<file path="src/rtl/pck_control.sv">
// rtl/pck_control.sv - shared ALU operation codes, FSM states and flag indices
package pck_control;

  typedef enum logic [3:0] {
    alu_add   = 4'd0,
    alu_sub   = 4'd1,
    alu_and   = 4'd2,
    alu_or    = 4'd3,
    alu_xor   = 4'd4,
    alu_slt   = 4'd5,
    alu_sltu  = 4'd6,
    alu_sll   = 4'd7,
    alu_srl   = 4'd8,
    alu_sra   = 4'd9,
    alu_cpa   = 4'd10,
    alu_cpb   = 4'd11,
    alu_mul   = 4'd12,
    alu_mulhu = 4'd13
  } sel_alu_op_e;

  typedef enum logic {
    IDLE = 1'b0,
    MUL  = 1'b1
  } alu_state_e;

  localparam int FLAG_Z = 0;
  localparam int FLAG_N = 1;
  localparam int FLAG_C = 2;
  localparam int FLAG_V = 3;

  function automatic logic is_mul_op(input sel_alu_op_e op);
    return (op == alu_mul) || (op == alu_mulhu);
  endfunction

endpackage

</file>
<file path="src/rtl/alu_mul_iter.sv">
// rtl/alu_mul_iter.sv - iterative unsigned shift-add multiplier, one step per cycle
module alu_mul_iter #(
  parameter int BITS = 32
) (
  input  logic              i_clk,
  input  logic              i_rst,
  input  logic              i_start,
  input  logic [BITS-1:0]   i_a,
  input  logic [BITS-1:0]   i_b,
  output logic              o_done,
  output logic [2*BITS-1:0] o_prod
);

  localparam int CNT_BITS = $clog2(BITS);

  logic                busy;
  logic [CNT_BITS-1:0] cnt;
  logic [BITS-1:0]     mcand;
  logic [2*BITS-1:0]   acc;
  logic [2*BITS-1:0]   acc_next;
  logic [BITS:0]       sum;

  // Multiplier sits in the low half and is shifted out as the product grows in.
  always_comb begin
    sum      = {1'b0, acc[2*BITS-1:BITS]} + (acc[0] ? {1'b0, mcand} : {(BITS+1){1'b0}});
    acc_next = {sum, acc[BITS-1:1]};
  end

  // The final step's value is exposed combinationally so the result lands on that edge.
  assign o_done = busy && (cnt == CNT_BITS'(BITS - 1));
  assign o_prod = acc_next;

  always_ff @(posedge i_clk) begin
    if (i_rst) begin
      busy  <= 1'b0;
      cnt   <= '0;
      mcand <= '0;
      acc   <= '0;
    end else if (i_start) begin
      busy  <= 1'b1;
      cnt   <= '0;
      mcand <= i_a;
      acc   <= {{BITS{1'b0}}, i_b};
    end else if (busy) begin
      acc <= acc_next;
      cnt <= cnt + 1'b1;
      if (o_done) busy <= 1'b0;
    end
  end

endmodule

</file>
<file path="src/rtl/alu_mc.sv">
// rtl/alu_mc.sv - multi-cycle ALU with flags, iterative multiply and valid/ready on both sides
module alu_mc
  import pck_control::*;
#(
  parameter int BITS = 32
) (
  input  logic        i_clk,
  input  logic        i_rst,
  input  logic        i_valid,
  output logic        o_ready,
  input  sel_alu_op_e i_sel_op,
  input  logic [BITS-1:0] i_op_a,
  input  logic [BITS-1:0] i_op_b,
  output logic        o_valid,
  input  logic        i_ready,
  output logic [BITS-1:0] o_res,
  output logic [3:0]  o_flags
);

  localparam int SHIFT_BITS = $clog2(BITS);
  localparam int MSB        = BITS - 1;

  alu_state_e             state;
  logic                   sel_hi;
  logic                   accept;
  logic                   mul_start;
  logic                   mul_done;
  logic [2*BITS-1:0]      mul_prod;
  logic [BITS-1:0]        mul_res;
  logic [3:0]             mul_flags;
  logic [SHIFT_BITS-1:0]  shamt;
  logic [BITS:0]          add_w;
  logic [BITS-1:0]        diff;
  logic [BITS-1:0]        res_c;
  logic [3:0]             flags_c;
  logic                   carry_c;
  logic                   ovf_c;

  assign o_ready   = (state == IDLE) && (!o_valid || i_ready);
  assign accept    = i_valid && o_ready;
  assign mul_start = accept && is_mul_op(i_sel_op);
  assign shamt     = i_op_b[SHIFT_BITS-1:0];

  always_comb begin
    add_w   = {1'b0, i_op_a} + {1'b0, i_op_b};
    diff    = i_op_a - i_op_b;
    res_c   = '0;
    carry_c = 1'b0;
    ovf_c   = 1'b0;
    case (i_sel_op)
      alu_add: begin
        res_c   = add_w[BITS-1:0];
        carry_c = add_w[BITS];
        ovf_c   = (i_op_a[MSB] == i_op_b[MSB]) && (add_w[MSB] != i_op_a[MSB]);
      end
      alu_sub: begin
        res_c   = diff;
        carry_c = i_op_a < i_op_b;
        ovf_c   = (i_op_a[MSB] != i_op_b[MSB]) && (diff[MSB] != i_op_a[MSB]);
      end
      alu_and:  res_c = i_op_a & i_op_b;
      alu_or:   res_c = i_op_a | i_op_b;
      alu_xor:  res_c = i_op_a ^ i_op_b;
      alu_slt:  res_c = {{(BITS-1){1'b0}}, $signed(i_op_a) < $signed(i_op_b)};
      alu_sltu: res_c = {{(BITS-1){1'b0}}, i_op_a < i_op_b};
      alu_sll:  res_c = i_op_a << shamt;
      alu_srl:  res_c = i_op_a >> shamt;
      alu_sra:  res_c = $unsigned($signed(i_op_a) >>> shamt);
      alu_cpa:  res_c = i_op_a;
      alu_cpb:  res_c = i_op_b;
      default:  res_c = '0;
    endcase
    flags_c         = '0;
    flags_c[FLAG_Z] = (res_c == '0);
    flags_c[FLAG_N] = res_c[MSB];
    flags_c[FLAG_C] = carry_c;
    flags_c[FLAG_V] = ovf_c;
  end

  always_comb begin
    mul_res           = sel_hi ? mul_prod[2*BITS-1:BITS] : mul_prod[BITS-1:0];
    mul_flags         = '0;
    mul_flags[FLAG_Z] = (mul_res == '0);
    mul_flags[FLAG_N] = mul_res[MSB];
  end

  alu_mul_iter #(.BITS(BITS)) u_mul (
    .i_clk   (i_clk),
    .i_rst   (i_rst),
    .i_start (mul_start),
    .i_a     (i_op_a),
    .i_b     (i_op_b),
    .o_done  (mul_done),
    .o_prod  (mul_prod)
  );

  always_ff @(posedge i_clk) begin
    if (i_rst) begin
      state   <= IDLE;
      sel_hi  <= 1'b0;
      o_valid <= 1'b0;
      o_res   <= '0;
      o_flags <= '0;
    end else begin
      case (state)
        IDLE: begin
          if (mul_start) begin
            state   <= MUL;
            sel_hi  <= (i_sel_op == alu_mulhu);
            o_valid <= 1'b0;
          end else if (accept) begin
            o_valid <= 1'b1;
            o_res   <= res_c;
            o_flags <= flags_c;
          end else if (o_valid && i_ready) begin
            o_valid <= 1'b0;
          end
        end
        MUL: begin
          if (mul_done) begin
            state   <= IDLE;
            o_valid <= 1'b1;
            o_res   <= mul_res;
            o_flags <= mul_flags;
          end
        end
        default: state <= IDLE;
      endcase
    end
  end

endmodule
</file>
<file path="config.mk">
export PLATFORM = sky130hd
export DESIGN_NAME = alu_mc
export DESIGN_NICKNAME = d
export VERILOG_FILES = /design/src/rtl/pck_control.sv /design/src/rtl/alu_mul_iter.sv /design/src/rtl/alu_mc.sv
export SDC_FILE = /design/constraint.sdc
export NUM_CORES = 1
export LEC_CHECK = 0
export CAP_MARGIN = 20
export CORE_MARGIN = 8
export CORE_UTILIZATION = 30
export DETAILED_ROUTE_END_ITERATION = 8
export GPL_TIMING_DRIVEN = 0
export PLACE_DENSITY = 0.43
export SETUP_SLACK_MARGIN = 0.1
export SLEW_MARGIN = 20
export SYNTH_ARGS = -nofsm -noshare
export SYNTH_HDL_FRONTEND = slang
export SYNTH_SLANG_ARGS = --single-unit
export TNS_END_PERCENT = 100
</file>
<file path="constraint.sdc">
create_clock -name i_clk -period 6.55 [get_ports i_clk]
set_clock_uncertainty 0.2 [all_clocks]
set_input_delay 0.9825 -clock i_clk [delete_from_list [all_inputs] [get_ports i_clk]]
set_output_delay 0.9825 -clock i_clk [all_outputs]
set_load 0.02 [all_outputs]
</file>
==> impl_metrics.yaml <==
setup_path:
  crit_arrival_ns: 6.64
  cp-start-kind: "primary input"
  cp-startpoint: "i_op_b[2]"
  crit_fanout: 10
  critPathRequiredTime_ns: 6.74
  r2r_start: "u_mul.acc[0]$_SDFFE_PP0P_"
  crit_path_end_kind: "flip-flop"
  rrSetupSlack_ns: 1.28
  crit_type: "in2reg"
clocking:
  h-tree-depth: 4
  insertion_delay_ns: 0.44
  clock_path_buffers: 2
  clkTransAtPathRegs_ns: 0.06
  hold_buffers: 0
  cts_sinks: 140
  cts_made_buffers: 17
  cts_tree: "built"
  root_buffer: "clkbuf_16"
synthesis:
  yosysSeqAreaShare: 0.156
  synth_nets: 2628
  yosysWarnings: 0
  ys_types: 89
  synth_edf_count: 0
  synthFlopType: "dfxtp_1"
  async_flop_share: 0
  synth-seq-cells: 140
  syn_area_um2: 18000
  synthCells: 2415
  avgSynthCellArea_um2: 7.45
placed_design:
  place.gp.congestion: 1.03
  hpwlAfterDp_um: 92500
  portBuffers: 108
  dpl.cell_count: 3307
  place_area_um2: 20100
floorplanning:
  fp.dieArea_um2: 68100
  pin_count: 110
  initial_core_util: 0.301
  design.core.area_um2: 59800
  die_w_um: 261
  chipHeight_um: 261
  fp-row-count: 90
global_routing:
  gr-usage-met1: 0.411
  gr-total-overflow: 0
  antenna_found_initial: 4
  grt_use_met3: 0.0556
  grt_first_pass_wirelength_um: 159000
  grt_max_degree: 19
  grt_pass1_vias: 20601
  track_usage: 0.327
  grt-busiest-layer: "met2"
  use_met2: 0.535
sta:
  slew_violations: 0
  setup_viol: 0
  max_freq_mhz: 155
  hold_ws_ns: 0.256
  finalCritPeriodShare: 0.985
  relSlewSlack: 0.114
  hold_viol_final: 0
  rsz0062_at_grt: "false"
  worst_pin_slew_ns: 1.32
  fin_crit_ns: 6.45
routing:
  dr.first_iter.drc_count: 2327
  drcViolationCount: 0
  drt_wl_total_um: 115000
  ant_nets: 0
  via_count: 21042
  route.detailed.wl_per_inst_um: 34.3
  dr.pass1.iters: 7
  detail_route.vias_per_cell: 6.28
layout:
  drive_above_1_share: 0.101
  fin_util: 0.354
  layout.nets: 2767
  fill_cells: 6484
  syn_to_final_growth_pct: 17.7
  final_area_um2: 21200
  final_cells: 3349
flow_run:
  timing.max_cap.violations: 0
min_path:
  hp-start: "u_mul.mcand[13]$_SDFFE_PP0P_"
  hp-class: "reg2reg"
power_and_ir_drop:
  power.density_nw_per_um2: 163
  totalPowerFinal_uw: 3460
  p_leak_uw: 0.00823
  peakVddDrop_mv: 0.132
run_status:
  status: "finished, final reports clean"
[critical path, stage by stage]
cell and delay, ns:
clkdlybuf4s50_1 0.72, clkbuf_2 0.45, clkbuf_1 0.55, nor2_1 0.38
a22oi_2 0.65, nor2_1 0.09, a2111oi_1 0.66, o211a_1 0.30
o211ai_1 0.23, nor4_2 0.36, nand4_1 0.12, or4_1 0.49
or4_1 0.57, nand2_1 0.08
[repair_timing]
item | in CTS | in global routing
pin swaps | 10 | 1
setup buffers | 8 | 3
endpoints found under the setup margin | 25 | 1
gates resized for setup | 75 | 37
[cells in the mapped netlist, drive strengths merged, types with 17 or more instances]
cell    instances  area share
and2           43       0.015
a31oi          19      0.0066
mux2i         137       0.076
nor3           49       0.014
dfxtp         140        0.16
a221oi         23       0.012
a211o          19      0.0092
o21ai          88       0.024
inv           123       0.026
xnor2          35       0.017
nand3          47       0.013
o22ai          26      0.0090
nor4           32       0.011
a21o           35       0.015
nor2b          22      0.0076
buf            56       0.016
o211ai         42       0.018
mux2           47       0.029
nand2b         22      0.0076
a21oi         201       0.056
mux4           47       0.059
nand4          25      0.0087
ha            138       0.096
nand2         249       0.052
o31ai          18      0.0075
nor2          251       0.052
clkbuf        144       0.030
a211oi         65       0.027
o21a           17      0.0071
[flip-flops by register name, summed over array words and instances, names as in the netlist]
register	cells
u_mul.acc	64
u_mul.mcand	32
o_res	31
u_mul.cnt	5
o_flags	4
o_valid	1
sel_hi	1
state	1
u_mul.busy	1
[logic make-up (layout without fill, tap and decap cells)]
kind of cell,Yosys count,after routing,synth area share
adder cells (fa/ha/maj),141,141,0.0992
buffers and inverters,324,475,0.0718
flip-flops,140,140,0.156
multiplexers,231,231,0.165
AO/OA/AOI/OAI,720,720,0.274
XOR/XNOR,42,42,0.0204
AND/OR/NAND/NOR,817,817,0.214
other,0,1,0
[area by class of cell]
cell class	instances	area, um^2	share of cell area
tap	782	978	0.0462
clock inverter	13	214	0.0101
clock buffer	18	439	0.0207
antenna	1	2.50	0.000118
timing repair buffer	121	1180	0.0557
inverter	124	472	0.0223
sequential	140	2800	0.132
buffer	199	921	0.0435
multi-input combinational	1951	14200	0.669
[layout by cell type (no fill, tap or decap), types with 82 or more instances in the layout]
cell / instances
dfxtp_1: 140
ha_1: 136
nand2_1: 249
clkbuf_1: 129
clkdlybuf4s50_1: 102
nor2_1: 250
a21oi_1: 199
mux2i_1: 137
o21ai_0: 82
inv_1: 122
[through the flow]
stage,TNS [ns],setup WS (ns)
after detailed placement,-23.56,-2.18
after global routing,0,0.101
after floorplan,0,0.787
after CTS,0,0.121
after global placement,-31.36,-2.77
final,0,0.0995
[per-layer routing]
| layer | vias to the layer above | routed length (um) |
|---|---|---|
| met4 | 2 | 7030 |
| met2 | 1096 | 51900 |
| met1 | 10388 | 47500 |
| met5 | - | 13 |
| li1 | 9240 | - |
| met3 | 316 | 8380 |
[report_power, final]
part           internal, uW  switching [uW]
combinational           467             992
sequential              881            23.7
clock                   687             406
total                  2030            1420
[final timing paths]
check	end	cells after the start
worst max-delay path	o_flags[0]$_SDFFE_PP0P_	14
worst min-delay path	u_mul.mcand[13]$_SDFFE_PP0P_	2
worst max register to register	o_flags[0]$_SDFFE_PP0P_	15
worst min register to register	u_mul.mcand[13]$_SDFFE_PP0P_	2
(Power assumes the default switching activity.)
